File: config.mk
export PLATFORM = sky130hd
export DESIGN_NAME = cdb_arbiter_flat
export DESIGN_NICKNAME = d
export VERILOG_FILES = /design/src/rtl/cdb_arbiter_if.sv /design/src/rtl/cdb_arbiter.sv /design/src/flat_wrapper.sv
export SDC_FILE = /design/constraint.sdc
export NUM_CORES = 1
export LEC_CHECK = 0
export BUFFER_PORTS_ARGS = -buffer_cell sky130_fd_sc_hd__buf_2
export CAP_MARGIN = 5
export CORE_ASPECT_RATIO = 0.9
export CORE_MARGIN = 1.5
export CORE_UTILIZATION = 52
export CTS_CLUSTER_SIZE = 20
export DETAILED_ROUTE_END_ITERATION = 6
export PLACE_DENSITY = 0.83
export SYNTH_ARGS = -nofsm -noshare
export SYNTH_HDL_FRONTEND = slang
export SYNTH_SLANG_ARGS = --single-unit
export TNS_END_PERCENT = 20
File: constraint.sdc
create_clock -name clk -period 6.52 [get_ports clk]
set_input_delay 0.652 -clock clk [delete_from_list [all_inputs] [get_ports clk]]
set_output_delay 0.652 -clock clk [all_outputs]
set_load 0.01 [all_outputs]
File: src/rtl/cdb_arbiter_if.sv
// Bundle between the functional units and the CDB writeback arbiter.
// The master side is the functional-unit side; the slave side is the arbiter.
interface cdb_arbiter_if #(
    parameter type T      = logic [31:0],
    parameter int  N_FU   = 3,
    parameter int  PREG_W = 7,
    parameter int  ROB_W  = 4
);
    localparam int SRC_W  = (N_FU > 1) ? $clog2(N_FU) : 1;
    localparam int DATA_W = $bits(T);

    logic [N_FU-1:0]              req_valid;
    logic [N_FU-1:0]              req_ready;
    logic [N_FU-1:0][PREG_W-1:0]  req_prd;
    logic [N_FU-1:0][ROB_W-1:0]   req_rob_tag;
    logic [N_FU-1:0][DATA_W-1:0]  req_data;
    logic [N_FU-1:0]              req_regwrite;

    logic                         cdb_valid;
    logic [PREG_W-1:0]            cdb_prd;
    logic [ROB_W-1:0]             cdb_rob_tag;
    T                             cdb_data;
    logic                         cdb_regwrite;
    logic [SRC_W-1:0]             cdb_src;
    logic [N_FU-1:0][15:0]        grant_count;

    modport master (
        output req_valid, req_prd, req_rob_tag, req_data, req_regwrite,
        input  req_ready,
        input  cdb_valid, cdb_prd, cdb_rob_tag, cdb_data, cdb_regwrite, cdb_src,
        input  grant_count
    );

    modport slave (
        input  req_valid, req_prd, req_rob_tag, req_data, req_regwrite,
        output req_ready,
        output cdb_valid, cdb_prd, cdb_rob_tag, cdb_data, cdb_regwrite, cdb_src,
        output grant_count
    );
endinterface

File: src/rtl/cdb_arbiter.sv
// Round-robin writeback arbiter onto the common data bus, one broadcast per
// cycle, with flush kill and per-unit saturating grant counters.
module cdb_grant_ctr #(
    parameter int W = 16
) (
    input  logic         clk,
    input  logic         reset,
    input  logic         inc,
    output logic [W-1:0] count
);
    always_ff @(posedge clk) begin
        if (reset)
            count <= '0;
        else if (inc && count != '1)
            count <= count + W'(1);
    end
endmodule

module cdb_arbiter #(
    parameter type T      = logic [31:0],
    parameter int  N_FU   = 3,
    parameter int  PREG_W = 7,
    parameter int  ROB_W  = 4
) (
    input  logic          clk,
    input  logic          reset,
    input  logic          flush,
    cdb_arbiter_if.slave  bus
);
    localparam int SRC_W = (N_FU > 1) ? $clog2(N_FU) : 1;

    logic [SRC_W-1:0]      last;
    logic [SRC_W-1:0]      win_idx;
    logic [SRC_W-1:0]      idx;
    logic                  win_any;
    logic [N_FU-1:0]       grant;
    logic                  hs;
    logic [N_FU-1:0][15:0] cnt;

    // Scan last+1 .. last (mod N_FU); first valid unit wins.
    always_comb begin
        win_any = 1'b0;
        win_idx = '0;
        idx     = '0;
        for (int k = 1; k <= N_FU; k++) begin
            idx = SRC_W'((int'(last) + k) % N_FU);
            if (!win_any && bus.req_valid[idx]) begin
                win_any = 1'b1;
                win_idx = idx;
            end
        end
    end

    assign hs            = win_any & ~flush;
    assign grant         = hs ? (N_FU'(1) << win_idx) : '0;
    assign bus.req_ready = grant;

    always_ff @(posedge clk) begin
        if (reset) begin
            last             <= SRC_W'(N_FU - 1);
            bus.cdb_valid    <= 1'b0;
            bus.cdb_prd      <= '0;
            bus.cdb_rob_tag  <= '0;
            bus.cdb_data     <= '0;
            bus.cdb_regwrite <= 1'b0;
            bus.cdb_src      <= '0;
        end else begin
            bus.cdb_valid <= hs;
            // Payload holds when idle; it is only meaningful under cdb_valid.
            if (hs) begin
                last             <= win_idx;
                bus.cdb_prd      <= bus.req_prd[win_idx];
                bus.cdb_rob_tag  <= bus.req_rob_tag[win_idx];
                bus.cdb_data     <= T'(bus.req_data[win_idx]);
                bus.cdb_regwrite <= bus.req_regwrite[win_idx] &
                                    (bus.req_prd[win_idx] != '0);
                bus.cdb_src      <= win_idx;
            end
        end
    end

    for (genvar i = 0; i < N_FU; i++) begin : g_ctr
        logic [15:0] cnt_q;
        cdb_grant_ctr #(.W(16)) u_ctr (
            .clk   (clk),
            .reset (reset),
            .inc   (grant[i]),
            .count (cnt_q)
        );
        assign cnt[i] = cnt_q;
    end

    assign bus.grant_count = cnt;
endmodule

File: src/flat_wrapper.sv
// flat-port wrapper written by rule: the top's interface ports become plain ports
module cdb_arbiter_flat 
#(
    parameter type T      = logic [31:0],
    parameter int  N_FU   = 3,
    parameter int  PREG_W = 7,
    parameter int  ROB_W  = 4
)
  (clk, reset, flush, bus_req_valid, bus_req_prd, bus_req_rob_tag, bus_req_data, bus_req_regwrite, bus_req_ready, bus_cdb_valid, bus_cdb_prd, bus_cdb_rob_tag, bus_cdb_data, bus_cdb_regwrite, bus_cdb_src, bus_grant_count);
  cdb_arbiter_if #(.T(T), .N_FU(N_FU), .PREG_W(PREG_W), .ROB_W(ROB_W)) bus_i ();
  input  logic clk;
  input  logic reset;
  input  logic flush;
  input wire logic [$bits(bus_i.req_valid)-1:0] bus_req_valid;
  input wire logic [$bits(bus_i.req_prd)-1:0] bus_req_prd;
  input wire logic [$bits(bus_i.req_rob_tag)-1:0] bus_req_rob_tag;
  input wire logic [$bits(bus_i.req_data)-1:0] bus_req_data;
  input wire logic [$bits(bus_i.req_regwrite)-1:0] bus_req_regwrite;
  output wire logic [$bits(bus_i.req_ready)-1:0] bus_req_ready;
  output wire logic [$bits(bus_i.cdb_valid)-1:0] bus_cdb_valid;
  output wire logic [$bits(bus_i.cdb_prd)-1:0] bus_cdb_prd;
  output wire logic [$bits(bus_i.cdb_rob_tag)-1:0] bus_cdb_rob_tag;
  output wire logic [$bits(bus_i.cdb_data)-1:0] bus_cdb_data;
  output wire logic [$bits(bus_i.cdb_regwrite)-1:0] bus_cdb_regwrite;
  output wire logic [$bits(bus_i.cdb_src)-1:0] bus_cdb_src;
  output wire logic [$bits(bus_i.grant_count)-1:0] bus_grant_count;
  assign bus_i.req_valid = bus_req_valid;
  assign bus_i.req_prd = bus_req_prd;
  assign bus_i.req_rob_tag = bus_req_rob_tag;
  assign bus_i.req_data = bus_req_data;
  assign bus_i.req_regwrite = bus_req_regwrite;
  assign bus_req_ready = bus_i.req_ready;
  assign bus_cdb_valid = bus_i.cdb_valid;
  assign bus_cdb_prd = bus_i.cdb_prd;
  assign bus_cdb_rob_tag = bus_i.cdb_rob_tag;
  assign bus_cdb_data = bus_i.cdb_data;
  assign bus_cdb_regwrite = bus_i.cdb_regwrite;
  assign bus_cdb_src = bus_i.cdb_src;
  assign bus_grant_count = bus_i.grant_count;
  cdb_arbiter #(.T(T), .N_FU(N_FU), .PREG_W(PREG_W), .ROB_W(ROB_W)) u_core (.clk(clk), .reset(reset), .flush(flush), .bus(bus_i));
endmodule
==> out/metrics.cfg <==
[synthesis]
synth_cells = 693
syn_area_mm2 = 0.00528
async_flop_share = 0
syn_area_per_cell_um2 = 7.62
synth_edf_count = 0
synthesis.nets = 838
yosysTopAreaCellShare = 0.364
ys_warn_count = 0
yosys-top-cells-area = dfxtp_1 36%, nor2_1 9.5%, a311oi_1 6.6%
dominantRegCellSynth = dfxtp_1
yosysSeqAreaShare = 0.364
yosysTopAreaCell = dfxtp_1
ys_ff_latch = 96
synthDistinctLibCells = 49

[cts]
numCtsBuffers = 9
insertion_delay_ns = 0.34
cts_tree = yes
cts-root-buf = clkbuf_16
htreeDepth = 3
clk_path_buf_depth = 2
postCtsSetupRepairBufs = 0
clock_sink_count = 96
cts-resized-gates = 0
path_clk_slew_ns = 0.06
postCtsHoldBufs = 0

[floorplan]
io_pins = 236
core-area_mm2 = 0.00978
initial_core_util = 0.539
die-area_mm2 = 0.0108
die_w_um = 109
die_h_um = 98.6
rows = 34

[critical_path]
critPathCaptureType = primary output
critPathLaunchType = register
cp_max_fo = 94
r2r_start = u_core.last[0]
arrival_ns = 3.45
r2r_end = u_core.g_ctr[1].u_ctr.count[14]
reg2reg_slack_ns = 2.47
r2r_cells = 9
required_ns = 5.87
criticalPathCategory = register to primary output

[cells_and_area]
final_common_cell = buf_2
area_growth_pct = 26.7
num-fill-cells = 867
drive_above_1_share = 0.302
final_area_mm2 = 0.00669
post-route-util = 0.683
regArea_mm2 = 0.00192
multi_input_area_mm2 = 0.00306
mostFrequentLayoutCells = 234 x buf_2, 134 x nor2_1, 96 x dfxtp_1
nNetsFinal = 1025

[global_route]
grt_pass1_wl_um = 25800
antenna_found_initial = 1
grt_max_degree = 98
groute.usage.overall = 0.301
grt_overflow = 0
first_global_vias = 5316

[sta]
slew_headroom = 0.254
period_needed_ns = 4.10
fmax_mhz = 244
fin_tns_setup_ns = 0
drv_slew = 0
tightestPinTransition_ns = 1.12
fin_skew_ns = 0.00465
finalSetupViolations = 0
rsz0062_at_grt = false
finalHoldViolCount = 0
timing.final.crit_share = 0.628

[placement]
io_buffers = 235
place_area_mm2 = 0.00638
dpl.hpwl_um = 11600
place_congestion = 0.901

[worst_hold_path]
worstHoldPathCells = 2
min-delay-start = u_core.bus.cdb_data[13]
hp-class = register to register
holdPathEnd = u_core.bus.cdb_data[13]

[routing]
vias_per_cell = 5.87
wl_um = 16400
drtPass1Iterations = 5
wire_per_inst_um = 16.2
drc = 0
vias = 5943
drt.antenna.violating_nets = 0
drt_iter0_markers = 449

[flow_run]
drv_cap = 0

[pwr]
p_per_area_mw_per_mm2 = 304
ir_drop_mv = 0.207
power.leakage_nw = 2.97

[outcome]
status = finished clean

-- how the worst max path moves through the flow --
stage | startpoint | endpoint | slack (ns) | depth (start not counted)
after floorplan | u_core.last[0] | bus_req_ready[0] | 3.49 | 11
after detailed placement | u_core.last[0] | u_core.g_ctr[1].u_ctr.count[14] | 2.57 | 9
after CTS | u_core.last[0] | bus_req_ready[0] | 2.43 | 7
after global placement | u_core.last[0] | u_core.g_ctr[1].u_ctr.count[14] | 2.75 | 9
final | u_core.last[0] | bus_req_ready[1] | 2.42 | 8
after global routing | u_core.last[0] | u_core.g_ctr[1].u_ctr.count[14] | 2.16 | 9
-- stage by stage --
| stage | total power [mW] | setup slack [ns] | hold slack [ns] | cells |
|---|---|---|---|---|
| final | 2.03 | 2.42 | 0.491 | 1012 |
| after floorplan | 1.27 | 3.49 | 0.490 | 693 |
| after CTS | 2.03 | 2.43 | 0.492 | 1011 |
| after global routing | 2.15 | 2.16 | 0.519 | 1012 |
| after detailed placement | 1.49 | 2.57 | 0.476 | 995 |
| after global placement | 1.47 | 2.75 | 0.462 | 995 |
-- kinds of logic (layout without fill, tap and decap cells) --
group                      Yosys count  in the layout  share of synthesized area
muxes                               12             12                     0.0228
adders and majority gates            7              7                     0.0166
DFF                                 96             96                      0.364
buffers and inverters               71            263                     0.0600
xor gates and xnor gates            28             28                     0.0465
other                                0              1                          0
AOI/OAI and AO/OA                  191            191                      0.229
and+or+nand+nor                    288            288                      0.261
-- Yosys cell counts (3+ instances only) --
library cell,instances
nand3b_1,3
and3_1,8
nor2b_1,3
or4_1,3
buf_1,3
a311oi_1,40
a31oi_1,5
nand3_1,67
xor2_1,25
nor2_1,134
clkbuf_1,44
xnor2_1,3
dfxtp_1,96
o21ai_0,63
a21oi_1,64
ha_1,7
buf_2,6
nand4_1,13
mux2i_1,12
buf_4,7
or3_1,13
nand2_1,21
and2_1,6
and4_1,5
nor4_1,3
inv_1,8
-- critical path, cell delays in order, from the launching register on --
cell,delay (ns)
dfxtp_1,0.35
inv_1,0.09
ha_1,0.40
mux2i_1,0.23
o22a_1,0.47
a31o_4,0.96
a211oi_2,0.13
and2_1,0.26
buf_2,0.16
-- registers in the layout, indices dropped and copies added, names as in the netlist --
| signal | flops |
|---|---|
| u_core.last | 2 |
| u_core.bus.cdb_regwrite | 1 |
| u_core.bus.cdb_prd | 7 |
| u_core.bus.cdb_src | 1 |
| u_core.g_ctr.u_ctr.count | 48 |
| u_core.bus.cdb_data | 32 |
| u_core.bus.cdb_valid | 1 |
| u_core.bus.cdb_rob_tag | 4 |
-- report_power, final --
group / switching, mW / internal (mW)
Clock: 0.224 / 0.318
Sequential: 0.0469 / 0.657
Combinational: 0.509 / 0.277
Total: 0.780 / 1.25
-- final cells by class --
class                   count  area share
clock inverters             5     0.00805
multi-input cells         526       0.458
repair buffers            239       0.181
diodes                      1    0.000374
inverters                   8     0.00449
well taps                 126      0.0236
clock buffers              11      0.0378
flip-flops and latches     96       0.287
-- per-layer routing --
| layer | up-vias | part of all wire | global-route usage |
|---|---|---|---|
| met3 | 40 | 0.071 | 0.0747 |
| met1 | 2772 | 0.40 | 0.367 |
| met5 | - | 0 | 0 |
| met2 | 268 | 0.50 | 0.510 |
| li1 | 2863 | - | - |
| met4 | 0 | 0.029 | 0.110 |
No activity file was read; power rests on OpenSTA's default activity.
